**src/rtl/cpu_ctrl_pkg.sv**
```systemverilog
// Shared types and instruction-field constants for the multicycle sequencer.
// Latency: n/a (types, constants and pure functions only).
// Backpressure: n/a.
package cpu_ctrl_pkg;

  typedef enum logic [2:0] {
    IDLE    = 3'd0,
    FETCH   = 3'd1,
    DECODE  = 3'd2,
    EXECUTE = 3'd3,
    HALT    = 3'd4
  } state_t;

  localparam int INSTR_WIDTH = 16;

  // Field slices within the 16-bit instruction word
  localparam int OP_HI  = 15;
  localparam int OP_LO  = 12;
  localparam int RD_HI  = 11;
  localparam int RD_LO  = 8;
  localparam int RS_HI  = 7;
  localparam int RS_LO  = 4;
  localparam int IMM_HI = 7;
  localparam int IMM_LO = 0;
  localparam int FN_HI  = 1;
  localparam int FN_LO  = 0;

  localparam logic [3:0] OP_NOP        = 4'h0;
  localparam logic [3:0] OP_ALU_R      = 4'h1;
  localparam logic [3:0] OP_ALU_I      = 4'b0100;  // 4'b01xx family
  localparam logic [3:0] OP_ALU_I_MASK = 4'b1100;
  localparam logic [3:0] OP_BZ         = 4'h8;
  localparam logic [3:0] OP_BNZ        = 4'h9;
  localparam logic [3:0] OP_JMP        = 4'hA;
  localparam logic [3:0] OP_HALT       = 4'hF;

  function automatic logic is_alu_i_op(input logic [3:0] op);
    return (op & OP_ALU_I_MASK) == OP_ALU_I;
  endfunction

endpackage

```
**src/rtl/datapath_sequencer_instr_decoder.sv**
```systemverilog
// Decodes the latched instruction into datapath control fields and op classes.
// Latency: purely combinational.
// Backpressure: none; outputs follow ir continuously.
module instr_decoder
  import cpu_ctrl_pkg::*;
#(
  parameter int DATA_WIDTH  = 8,
  parameter int RADDR_WIDTH = 4
) (
  input  logic [15:0]            ir,
  output logic [RADDR_WIDTH-1:0] ra1,
  output logic [RADDR_WIDTH-1:0] ra2,
  output logic [RADDR_WIDTH-1:0] wa,
  output logic [DATA_WIDTH-1:0]  immediate,
  output logic [1:0]             alu_control,
  output logic                   alu_src,
  output logic                   is_alu,
  output logic                   is_branch,
  output logic                   is_halt,
  output logic [7:0]             target
);

  logic [3:0] op;
  assign op     = ir[OP_HI:OP_LO];
  assign target = ir[IMM_HI:IMM_LO];

  // Field decode; anything an opcode does not use stays 0
  always_comb begin
    ra1         = '0;
    ra2         = '0;
    wa          = '0;
    immediate   = '0;
    alu_control = '0;
    alu_src     = 1'b0;
    is_alu      = 1'b0;
    is_branch   = 1'b0;
    is_halt     = 1'b0;
    if (op == OP_ALU_R) begin
      ra1         = RADDR_WIDTH'(ir[RD_HI:RD_LO]);
      wa          = RADDR_WIDTH'(ir[RD_HI:RD_LO]);
      ra2         = RADDR_WIDTH'(ir[RS_HI:RS_LO]);
      alu_control = ir[FN_HI:FN_LO];
      is_alu      = 1'b1;
    end else if (is_alu_i_op(op)) begin
      ra1         = RADDR_WIDTH'(ir[RD_HI:RD_LO]);
      wa          = RADDR_WIDTH'(ir[RD_HI:RD_LO]);
      immediate   = DATA_WIDTH'(ir[IMM_HI:IMM_LO]);
      alu_control = op[1:0];
      alu_src     = 1'b1;
      is_alu      = 1'b1;
    end else if (op == OP_BZ || op == OP_BNZ || op == OP_JMP) begin
      is_branch = 1'b1;
    end else if (op == OP_HALT) begin
      is_halt = 1'b1;
    end
  end

endmodule

```
**src/rtl/datapath_sequencer.sv**
```systemverilog
// Multicycle controller: fetches from a sync ROM, sequences FETCH/DECODE/EXECUTE.
// Latency: 3 cycles per instruction; first write strobe 3 cycles after run seen in IDLE.
// Backpressure: run gates progress, sampled only in IDLE and at the end of EXECUTE.
module datapath_sequencer
  import cpu_ctrl_pkg::*;
#(
  parameter int PC_WIDTH    = 8,
  parameter int DATA_WIDTH  = 8,
  parameter int RADDR_WIDTH = 4,
  parameter int RESET_PC    = 0
) (
  input  logic                   clk,
  input  logic                   reset,
  input  logic                   run,
  output logic [PC_WIDTH-1:0]    instr_addr,
  input  logic [15:0]            instr_data,
  output logic [RADDR_WIDTH-1:0] RA1,
  output logic [RADDR_WIDTH-1:0] RA2,
  output logic [RADDR_WIDTH-1:0] WA,
  output logic [DATA_WIDTH-1:0]  immediate,
  output logic [1:0]             ALUControl,
  output logic                   ALUSrc,
  output logic                   write_enable,
  input  logic                   Zero,
  output logic                   halted,
  output logic                   busy
);

  state_t              state, state_nxt;
  logic [PC_WIDTH-1:0] pc, pc_nxt;
  logic [15:0]         ir;
  logic                zflag;
  logic                is_alu, is_branch, is_halt, taken;
  logic [7:0]          target;
  logic [3:0]          op;

  instr_decoder #(
    .DATA_WIDTH  (DATA_WIDTH),
    .RADDR_WIDTH (RADDR_WIDTH)
  ) u_dec (
    .ir          (ir),
    .ra1         (RA1),
    .ra2         (RA2),
    .wa          (WA),
    .immediate   (immediate),
    .alu_control (ALUControl),
    .alu_src     (ALUSrc),
    .is_alu      (is_alu),
    .is_branch   (is_branch),
    .is_halt     (is_halt),
    .target      (target)
  );

  assign op           = ir[OP_HI:OP_LO];
  assign instr_addr   = pc;
  assign write_enable = (state == EXECUTE) && is_alu;
  assign halted       = (state == HALT);
  assign busy         = (state == FETCH) || (state == DECODE) || (state == EXECUTE);

  // Branch resolution against the flag left by the last completed ALU op
  always_comb begin
    taken = 1'b0;
    if (is_branch) begin
      case (op)
        OP_BZ:   taken = zflag;
        OP_BNZ:  taken = !zflag;
        OP_JMP:  taken = 1'b1;
        default: taken = 1'b0;
      endcase
    end
  end

  // Next-state and next-PC selection
  always_comb begin
    state_nxt = state;
    pc_nxt    = pc;
    case (state)
      IDLE:    if (run) state_nxt = FETCH;
      FETCH:   state_nxt = DECODE;
      DECODE:  state_nxt = EXECUTE;
      EXECUTE: begin
        if (is_halt) begin
          state_nxt = HALT;
        end else begin
          pc_nxt    = taken ? PC_WIDTH'(target) : pc + PC_WIDTH'(1);
          state_nxt = run ? FETCH : IDLE;
        end
      end
      HALT:    state_nxt = HALT;
      default: state_nxt = IDLE;
    endcase
  end

  // State, PC, instruction register and zero flag
  always_ff @(posedge clk) begin
    if (reset) begin
      state <= IDLE;
      pc    <= PC_WIDTH'(RESET_PC);
      ir    <= '0;
      zflag <= 1'b0;
    end else begin
      state <= state_nxt;
      pc    <= pc_nxt;
      if (state == DECODE)
        ir <= instr_data;
      if (state == EXECUTE && is_alu)
        zflag <= Zero;
    end
  end

endmodule

```
**config.mk**
```make
export PLATFORM = sky130hd
export DESIGN_NAME = datapath_sequencer
export DESIGN_NICKNAME = d
export VERILOG_FILES = /design/src/rtl/cpu_ctrl_pkg.sv /design/src/rtl/datapath_sequencer_instr_decoder.sv /design/src/rtl/datapath_sequencer.sv
export SDC_FILE = /design/constraint.sdc
export NUM_CORES = 1
export LEC_CHECK = 0
export CAP_MARGIN = 20
export CORE_ASPECT_RATIO = 1.75
export CORE_MARGIN = 2
export CORE_UTILIZATION = 48
export CTS_CLUSTER_DIAMETER = 30
export DETAILED_ROUTE_END_ITERATION = 8
export PLACE_DENSITY = 0.92
export SYNTH_ARGS = -nofsm -noshare
export SYNTH_HDL_FRONTEND = slang
export SYNTH_SLANG_ARGS = --single-unit
```
**constraint.sdc**
```tcl
create_clock -name clk -period 3.6 [get_ports clk]
set_clock_uncertainty 0.1 [all_clocks]
set_input_delay 0.72 -clock clk [delete_from_list [all_inputs] [get_ports clk]]
set_output_delay 0.72 -clock clk [all_outputs]
set_load 0.02 [all_outputs]
```
# Yosys cells after proc, flatten, opt, wreduce, memory -nomap -nowiden
# Index checks and enable logic that the tools add are counted.
# W data, S select, Z words.
[totals] inputBits=20 wordCells=49 register_bits=28 output_inout_bits=34
[op_classes] n_bitwise=1 n_mux=24 n_reduce_logical=8 eq_ne=11 add_sub_neg=1
[op_table] operator="$mux W8" n=3
[op_table] operator="$eq A4 B4 Y1 const B" n=4
[op_table] operator="$pmux W3 S5" n=1
[op_table] operator="$mux W1" n=12
[op_table] operator="$mux W4" n=3
[op_table] operator="$add A8 B1 Y8 const B" n=1
[op_table] operator="$eq A3 B2 Y1 const B" n=2
[op_table] operator="$mux W3" n=2
[op_table] operator="$eq A4 B1 Y1 const B" n=1
[op_table] operator="$logic_or A1 B1 Y1" n=4
[op_table] operator="$mux W2" n=2
[op_table] operator="$eq A3 B1 Y1 const B" n=1
[op_table] operator="$eq A3 B3 Y1 const B" n=1
[op_table] operator="$logic_not A3 Y1" n=1
[op_table] operator="$pmux W1 S3" n=1
[op_table] operator="$eq A2 B1 Y1 const B" n=1
[op_table] operator="$ne A2 B2 Y1 const B" n=1
[op_table] operator="$reduce_and A2 Y1" n=1
[op_table] operator="$logic_and A1 B1 Y1" n=1
[op_table] operator="$logic_not A1 Y1" n=1
[op_table] operator="$not A1 Y1" n=1

# Longest topological paths before layout
# Gate-level depths: netlist of the first run.
[depth] word_depth=8 depth_mapped=6 depth_no_buf=5

# Modules after synthesis
# From an unflattened synthesis of the first run, not the netlist that was laid out.
[hier_totals] cells_unflattened=206 area_unflattened_um2=1599.0
[by_module_without_submodules] mod="datapath_sequencer" n_inst=1 seq_area_each_um2=560.5 area_per_inst_um2=1268.7 cells_each=157
[by_module_without_submodules] mod="instr_decoder" n_inst=1 seq_area_each_um2=0.0 area_per_inst_um2=330.3 cells_each=49

# Worst setup path before layout of the first run
# OpenSTA, ideal clock, no wires.
[synth_path] path_kind="register to output" startpoint="reg ir[14]" endpoint="out ALUControl[1]" stages_incl_launch_ff=4 arrival_time_ps=1309 setup_slack_ps=1471 required_ps=2780 n_path_buf=0 path_cell_list="dfxtp_1 -> inv_1 -> nor2_1 -> a22o_1"
[synth_between] elab_chain_cells=3 elab_cells_between_ends=4 cone_classes="eq/ne (2); mux (2)"
[synth_lines] element="start, declared" line="datapath_sequencer.sv:31" text="logic [15:0] ir;"
[synth_lines] element="start signal, assigned" line="datapath_sequencer.sv:105" text="ir <= instr_data;"
[synth_lines] element="$eq A2 B1 Y1" line="cpu_ctrl_pkg.sv:38" text="return (op & OP_ALU_I_MASK) == OP_ALU_I;"
[synth_lines] element="$mux W2" line="datapath_sequencer_instr_decoder.sv:44" text="end else if (is_alu_i_op(op)) begin"
[synth_lines] element="$mux W2 *" line="datapath_sequencer_instr_decoder.sv:38" text="if (op == OP_ALU_R) begin"
[synth_lines] element="end, declared" line="datapath_sequencer.sv:21" text="output logic [1:0] ALUControl,"
# Every way passes the cells marked *; elsewhere a longest branch is shown, timed or not.

# Worst setup path in the final report of the first run
[layout_path] startpoint="reg ir[15]" endpoint="out RA2[0]"
[layout_between] elab_chain_cells=2
[layout_lines] element="$eq A4 B1 Y1" line="datapath_sequencer_instr_decoder.sv:38"
[layout_lines] element="$mux W4" line="datapath_sequencer_instr_decoder.sv:38"
[layout_lines] element="end, declared" line="datapath_sequencer.sv:18" text="output logic [RADDR_WIDTH-1:0] RA2,"
# No other way between the ends.

==> impl_metrics.toml, run 1 <==
[die]
ios = 54
die_area_mm2 = 0.00361
die_h_um = 78.0
initial_core_util = 0.508
rows = 26
coreArea_mm2 = 0.00296
die_width_um = 46.3

[sta]
tightest_slew_ns = 0.946
whs_ns = 0.363
tns_ns = 0
hold_viol = 0
min_period_over_period = 0.809
fin_ws_ns = 0.686
period_minus_slack_ns = 2.91
slew_headroom = 0.367
rsz0062_at_grt = "false"
max_freq_mhz = 343
report.final.slew_viol_count = 0
setup_viol = 0

[place]
dp.cells = 271
dp_hpwl_um = 2860
pre_cts_ws_ns = 0.983
place.gp.congestion = 0.786
numPortBuffers = 53

[routing]
wl_per_cell_um = 14.3
vias_per_cell = 5.48
ant_nets = 0
top_layer_used = "met4"
wl_met2_um = 2250
vias = 1506
drcViolationCount = 0
drt_iter0_drc = 58
m1WireLength_um = 1400
wl_met3_um = 149
totalWireLength_um = 3920
first_pass_iters = 4

[cells_and_area]
syn2layout_area_growth_pct = 37.3
nNetsFinal = 255
multiInputGateArea_um2 = 811
seq_area_um2 = 561
antennaDiodeCount = 0
final_layout_size_suffix_gt1_frac = 0.0429
fillers = 224
layout.cells.non_filler = 275

[setup_path]
cp-end-kind = "output pin"
start_kind = "register"
worstPathArrival_ns = 2.09
crit_type = "register to output pin"
slowest_delay_ns = 0.60
crit_fanout = 9
cp.required_ns = 2.78
crit_slowest_cell = "clkdlybuf4s50_1"
worstPathCellList = "nand2b_1 > nor3_1 > and2_1 > clkdlybuf4s50_1"
r2r_cells = 3

[cts]
root_buffer = "clkbuf_8"
clock_latency_ns = 0.29
path_clk_slew_ns = 0.10
cts_buffers = 3
tritoncts = "built"
ctsLongestPathBuffers = 2
cts-resized-gates = 0
cts_setup_buffers = 0
hold_buffers = 0
htreeDepth = 1
clock_sinks = 28

[yosys]
synth_warnings = 0
syn_nets = 211
ys_seq_area_frac = 0.373
synthCells = 190
ys_seq_elements = 28
syn_area_mm2 = 0.00150
syn_avg_cell_area_um2 = 7.91
ys_types = 35

[job]
maxCapViolations = 0

[worst_hold_path]
min_path_type = "register to register"
hold_depth = 2

[global_routing]
antenna_found_initial = 0
grt_overflow = 0
grt_pass1_vias = 1441
grt_use_total = 0.243
grt_max_degree = 30
grt_first_pass_wirelength_um = 6610

[pwr]
p_sw_w = 0.000193
seqPwrFrac = 0.484
leakage_nw = 0.736
clockPowerShare = 0.348
powerDensity_mw_per_mm2 = 353
p_int_w = 0.000535
p_comb_frac = 0.167
swShare = 0.265
vdd_drop_max_v = 0.000303

[outcome]
status = "completed"
[worst max-delay path, delay by kind of cell, from the launching register on]
family	cells	cell delay, ns
buf+inv	1	0.60
flops	1	0.42
simple gates	3	0.79
[kinds of logic after synthesis]
logic type / after synthesis / synth area share
AO/OA/AOI/OAI: 39 / 0.157
adder cells (fa/ha/maj): 1 / 0.00833
XOR/XNOR: 1 / 0.00583
buffers and inverters: 23 / 0.0874
multiplexers: 8 / 0.0533
AND/OR/NAND/NOR: 90 / 0.316
flip-flops: 28 / 0.373
[power groups by stage]
stage / logic (W) / clock network, W / registers (W)
2_1_floorplan: 0.0000868 / 0 / 0.000346
3_3_place_gp: 0.000118 / 0 / 0.000357
3_5_place_dp: 0.000122 / 0 / 0.000360
4_1_cts: 0.000123 / 0.000254 / 0.000353
5_1_grt: 0.000136 / 0.000266 / 0.000356
6_report: 0.000122 / 0.000254 / 0.000353
[layout make-up]
class | instances | share of cell area
Sequential cell | 28 | 0.272
Timing Repair Buffer | 54 | 0.261
Inverter | 8 | 0.0146
Clock inverter | 1 | 0.0146
Clock buffer | 3 | 0.0200
Tap cell | 42 | 0.0255
Multi-Input combinational cell | 139 | 0.393
[metal layers]
layer,GRT usage,vias up
met4,0.109,0
li1,-,730
met3,0.0276,11
met2,0.411,56
met5,0,-
met1,0.289,709
[flip-flops by register name (all words and copies together) (netlist names)]
| register | count |
|---|---|
| instr_addr | 8 |
| ir | 16 |
| state | 3 |
| zflag | 1 |
[through the flow]
step / instance area [um^2] / total power [W] / utilization
floorplan: 1500 / 0.000433 / -
global placement: 1990 / 0.000476 / 0.673
detailed placement: 1990 / 0.000482 / 0.673
CTS: 2060 / 0.000729 / 0.697
global route: 2060 / 0.000757 / 0.697
finish: 2060 / 0.000729 / 0.697
[cell usage after synthesis]
| cell type | instances | area share |
|---|---|---|
| mux2i_1 | 8 | 0.053 |
| inv_1 | 8 | 0.020 |
| and4_1 | 2 | 0.012 |
| o32ai_1 | 5 | 0.029 |
| and2_1 | 16 | 0.067 |
| and3_1 | 2 | 0.0083 |
| nand2_1 | 35 | 0.087 |
| nor3b_2 | 1 | 0.0083 |
| or3b_1 | 1 | 0.0058 |
| nand4_1 | 1 | 0.0042 |
| nand2b_1 | 3 | 0.012 |
| clkbuf_1 | 4 | 0.010 |
| or2_2 | 1 | 0.0042 |
| buf_12 | 1 | 0.013 |
| and3b_1 | 1 | 0.0058 |
| xnor2_1 | 1 | 0.0058 |
| a211o_1 | 1 | 0.0058 |
| or3_1 | 3 | 0.012 |
| buf_6 | 1 | 0.0075 |
| a22o_1 | 1 | 0.0058 |
| dfxtp_1 | 28 | 0.37 |
| a211oi_1 | 1 | 0.0050 |
| a211oi_2 | 1 | 0.0083 |
| nand3b_1 | 2 | 0.010 |
| ha_1 | 1 | 0.0083 |
| a31oi_1 | 3 | 0.012 |
| nor3_1 | 5 | 0.017 |
| nor2_1 | 12 | 0.030 |
| a21oi_1 | 26 | 0.087 |
| nand3_1 | 3 | 0.010 |
| or3_4 | 1 | 0.0075 |
| nand4_4 | 1 | 0.014 |
| o21ai_1 | 1 | 0.0033 |
| buf_4 | 4 | 0.020 |
| buf_2 | 5 | 0.017 |
[placed cells by master (no fill, tap or decap), drive strengths merged, types with 3 or more instances in the layout]
master         netlist  layout
a21oi               26      26
a31oi                3       3
and2                16      16
clkbuf               4       3
clkdlybuf4s50        0      53
dfxtp               28      28
inv                  8       8
mux2i                8       8
nand2               35      35
nand2b               3       3
nand3                3       3
nor2                12      12
nor3                 5       5
o32ai                5       5
or3                  4       4
[worst paths after layout]
path | startpoint | endpoint | slack, ns
setup / recovery | ir[15]$_SDFFE_PP0P_ | RA2[0] | 0.69
hold / removal | ir[9]$_SDFFE_PP0P_ | ir[9]$_SDFFE_PP0P_ | 0.36
setup reg to reg | state[1]$_SDFFE_PP0P_ | ir[5]$_SDFFE_PP0P_ | 1.76
hold reg to reg | ir[9]$_SDFFE_PP0P_ | ir[9]$_SDFFE_PP0P_ | 0.36
Note: power is estimated with default switching activity, not from simulation.
==> inputs of run 2 (changes only) <==
--- a/config.mk
+++ b/config.mk
@@ -8,10 +8,10 @@
 export CAP_MARGIN = 20
 export CORE_ASPECT_RATIO = 1.75
 export CORE_MARGIN = 2
-export CORE_UTILIZATION = 48
+export CORE_UTILIZATION = 44
 export CTS_CLUSTER_DIAMETER = 30
 export DETAILED_ROUTE_END_ITERATION = 8
-export PLACE_DENSITY = 0.92
+export PLACE_DENSITY = 0.86
 export SYNTH_ARGS = -nofsm -noshare
 export SYNTH_HDL_FRONTEND = slang
 export SYNTH_SLANG_ARGS = --single-unit
==> constraint.sdc (replaced) <==
create_clock -name clk -period 2.8 [get_ports clk]
set_clock_uncertainty 0.1 [all_clocks]
set_input_delay 0.56 -clock clk [delete_from_list [all_inputs] [get_ports clk]]
set_output_delay 0.56 -clock clk [all_outputs]
set_load 0.02 [all_outputs]
==> impl_metrics.toml, run 2 (synthesis gave the netlist of run 1 again) <==
[outcome]
status = "completed"

[routing]
totalWireLength_um = 3800
wl_per_cell_um = 13.6
ant_nets = 0
vias = 1470
vias_per_cell = 5.27
drcViolationCount = 0
first_pass_iters = 4
drt_iter0_drc = 20

[cts]
root_buffer = "clkbuf_8"
cts_buffers = 3
ctsLongestPathBuffers = 2
path_clk_slew_ns = 0.10
clock_sinks = 28
htreeDepth = 1
hold_buffers = 0
tritoncts = "built"
clock_latency_ns = 0.27

[sta]
slew_headroom = 0.652
min_period_over_period = 0.963
max_freq_mhz = 371
whs_ns = 0.356
report.final.slew_viol_count = 0
fin_ws_ns = 0.104
period_minus_slack_ns = 2.70
tns_ns = 0
setup_viol = 0
tightest_slew_ns = 0.522
rsz0062_at_grt = "false"
hold_viol = 0

[setup_path]
slowest_delay_ns = 0.61
r2r_end = "instr_addr[0]$_SDFFE_PP0P_"
crit_slowest_cell = "clkdlybuf4s50_1"
crit_fanout = 9
path_depth = 4
r2r_slack_ns = 1.07
crit_end = "immediate[2]"
cp-end-kind = "output pin"
critPathLaunch = "ir[14]$_SDFFE_PP0P_"
crit_type = "register to output pin"
r2r_start = "ir[13]$_SDFFE_PP0P_"
worstPathCellList = "inv_1 > nor2_2 > and2_1 > clkdlybuf4s50_1"
r2r_cells = 4
worstPathArrival_ns = 2.04
critical_path.top_delay_family = "buffers and inverters"
cp.required_ns = 2.14
start_kind = "register"
worst-path-buf-inv = 2

[die]
die_area_mm2 = 0.00392
ios = 54
coreArea_mm2 = 0.00333
die_width_um = 48.2
die_h_um = 81.3
initial_core_util = 0.452
rows = 28

[cells_and_area]
top_register = "ir"
nNetsFinal = 256
antennaDiodeCount = 0
syn2layout_area_growth_pct = 38.6
design_area_mm2 = 0.00208
final_layout_size_suffix_gt1_frac = 0.0556
fillers = 308
mostFrequentLayoutCells = "clkdlybuf4s50_1 (53), nand2_1 (35), dfxtp_1 (28), a21oi_1 (26), and2_1 (16)"
multiInputGateArea_um2 = 818
final_common_cell = "clkdlybuf4s50_1"
largest_register_ffs = 16
seq_area_um2 = 561

[pwr]
vdd_drop_max_v = 0.000325
leakage_nw = 0.746
finalPower_w = 0.000930
powerDensity_mw_per_mm2 = 447

[job]
maxCapViolations = 0

[global_routing]
grt_first_pass_wirelength_um = 5930
grt_max_degree = 29
grt_pass1_vias = 1349
grt_use_total = 0.208
grt_overflow = 0
antenna_found_initial = 0

[worst_hold_path]
worstHoldStart = "ir[10]$_SDFFE_PP0P_"
min_path_type = "register to register"

[place]
pre_cts_ws_ns = 0.300
dp_hpwl_um = 2740
place.gp.congestion = 0.867
numPortBuffers = 53
placedInstanceArea_mm2 = 0.00200
-- run 2: cell count changes in the layout (fill, tap and decap cells not counted) --
cell / change
nor2_2: +1
nor3_2: +1
nor3_1: -1
nor2_1: -1
buf_4: +1
-- run 2: report_power, final --
group,switching (W),internal [W]
sequential,0.0000308,0.000422
clock,0.000126,0.000191
combinational,0.0000828,0.0000771
total,0.000239,0.000690
-- run 2: layout make-up --
class,count,share of cell area
Inverter,8,0.0144
Sequential cell,28,0.269
Clock buffer,3,0.0198
Multi-Input combinational cell,139,0.393
Clock inverter,1,0.0144
Tap cell,45,0.0270
Timing Repair Buffer,55,0.262
-- run 2: per-stage QoR --
stage / instances / utilization
6_report: 279 / 0.626
5_1_grt: 279 / 0.626
3_3_place_gp: 275 / 0.602
4_1_cts: 279 / 0.625
2_1_floorplan: 190 / -
3_5_place_dp: 275 / 0.602
-- run 2: worst min path at each step --
stage,cells past startpoint,endpoint,slack (ns)
2_1_floorplan,2,ir[10]$_SDFFE_PP0P_,0.33
3_3_place_gp,2,ir[9]$_SDFFE_PP0P_,0.34
3_5_place_dp,2,ir[10]$_SDFFE_PP0P_,0.34
4_1_cts,2,ir[10]$_SDFFE_PP0P_,0.36
5_1_grt,2,ir[9]$_SDFFE_PP0P_,0.38
6_report,2,ir[10]$_SDFFE_PP0P_,0.36
-- run 2: per-layer routing --
layer | track usage | part of all wire | wire, um | vias to the layer above
met1 | 0.232 | 0.38 | 1450 | 690
met4 | 0.111 | 0.031 | 119 | 0
met5 | 0 | 0 | 0 | -
met2 | 0.358 | 0.55 | 2090 | 43
li1 | - | - | - | 727
met3 | 0.0222 | 0.036 | 136 | 10
-- run 2: tightest hold or removal path: stages (launching register included) --
cell and delay, ns:
dfxtp_1 0.32, nand2_1 0.05, a21oi_1 0.05
-- run 2: timing repair --
action | 4_1_cts | 5_1_grt
buffers inserted | 0 | 0
gates cloned | 0 | 0
gates resized for setup | 1 | 1
setup endpoints to repair | 5 | 8
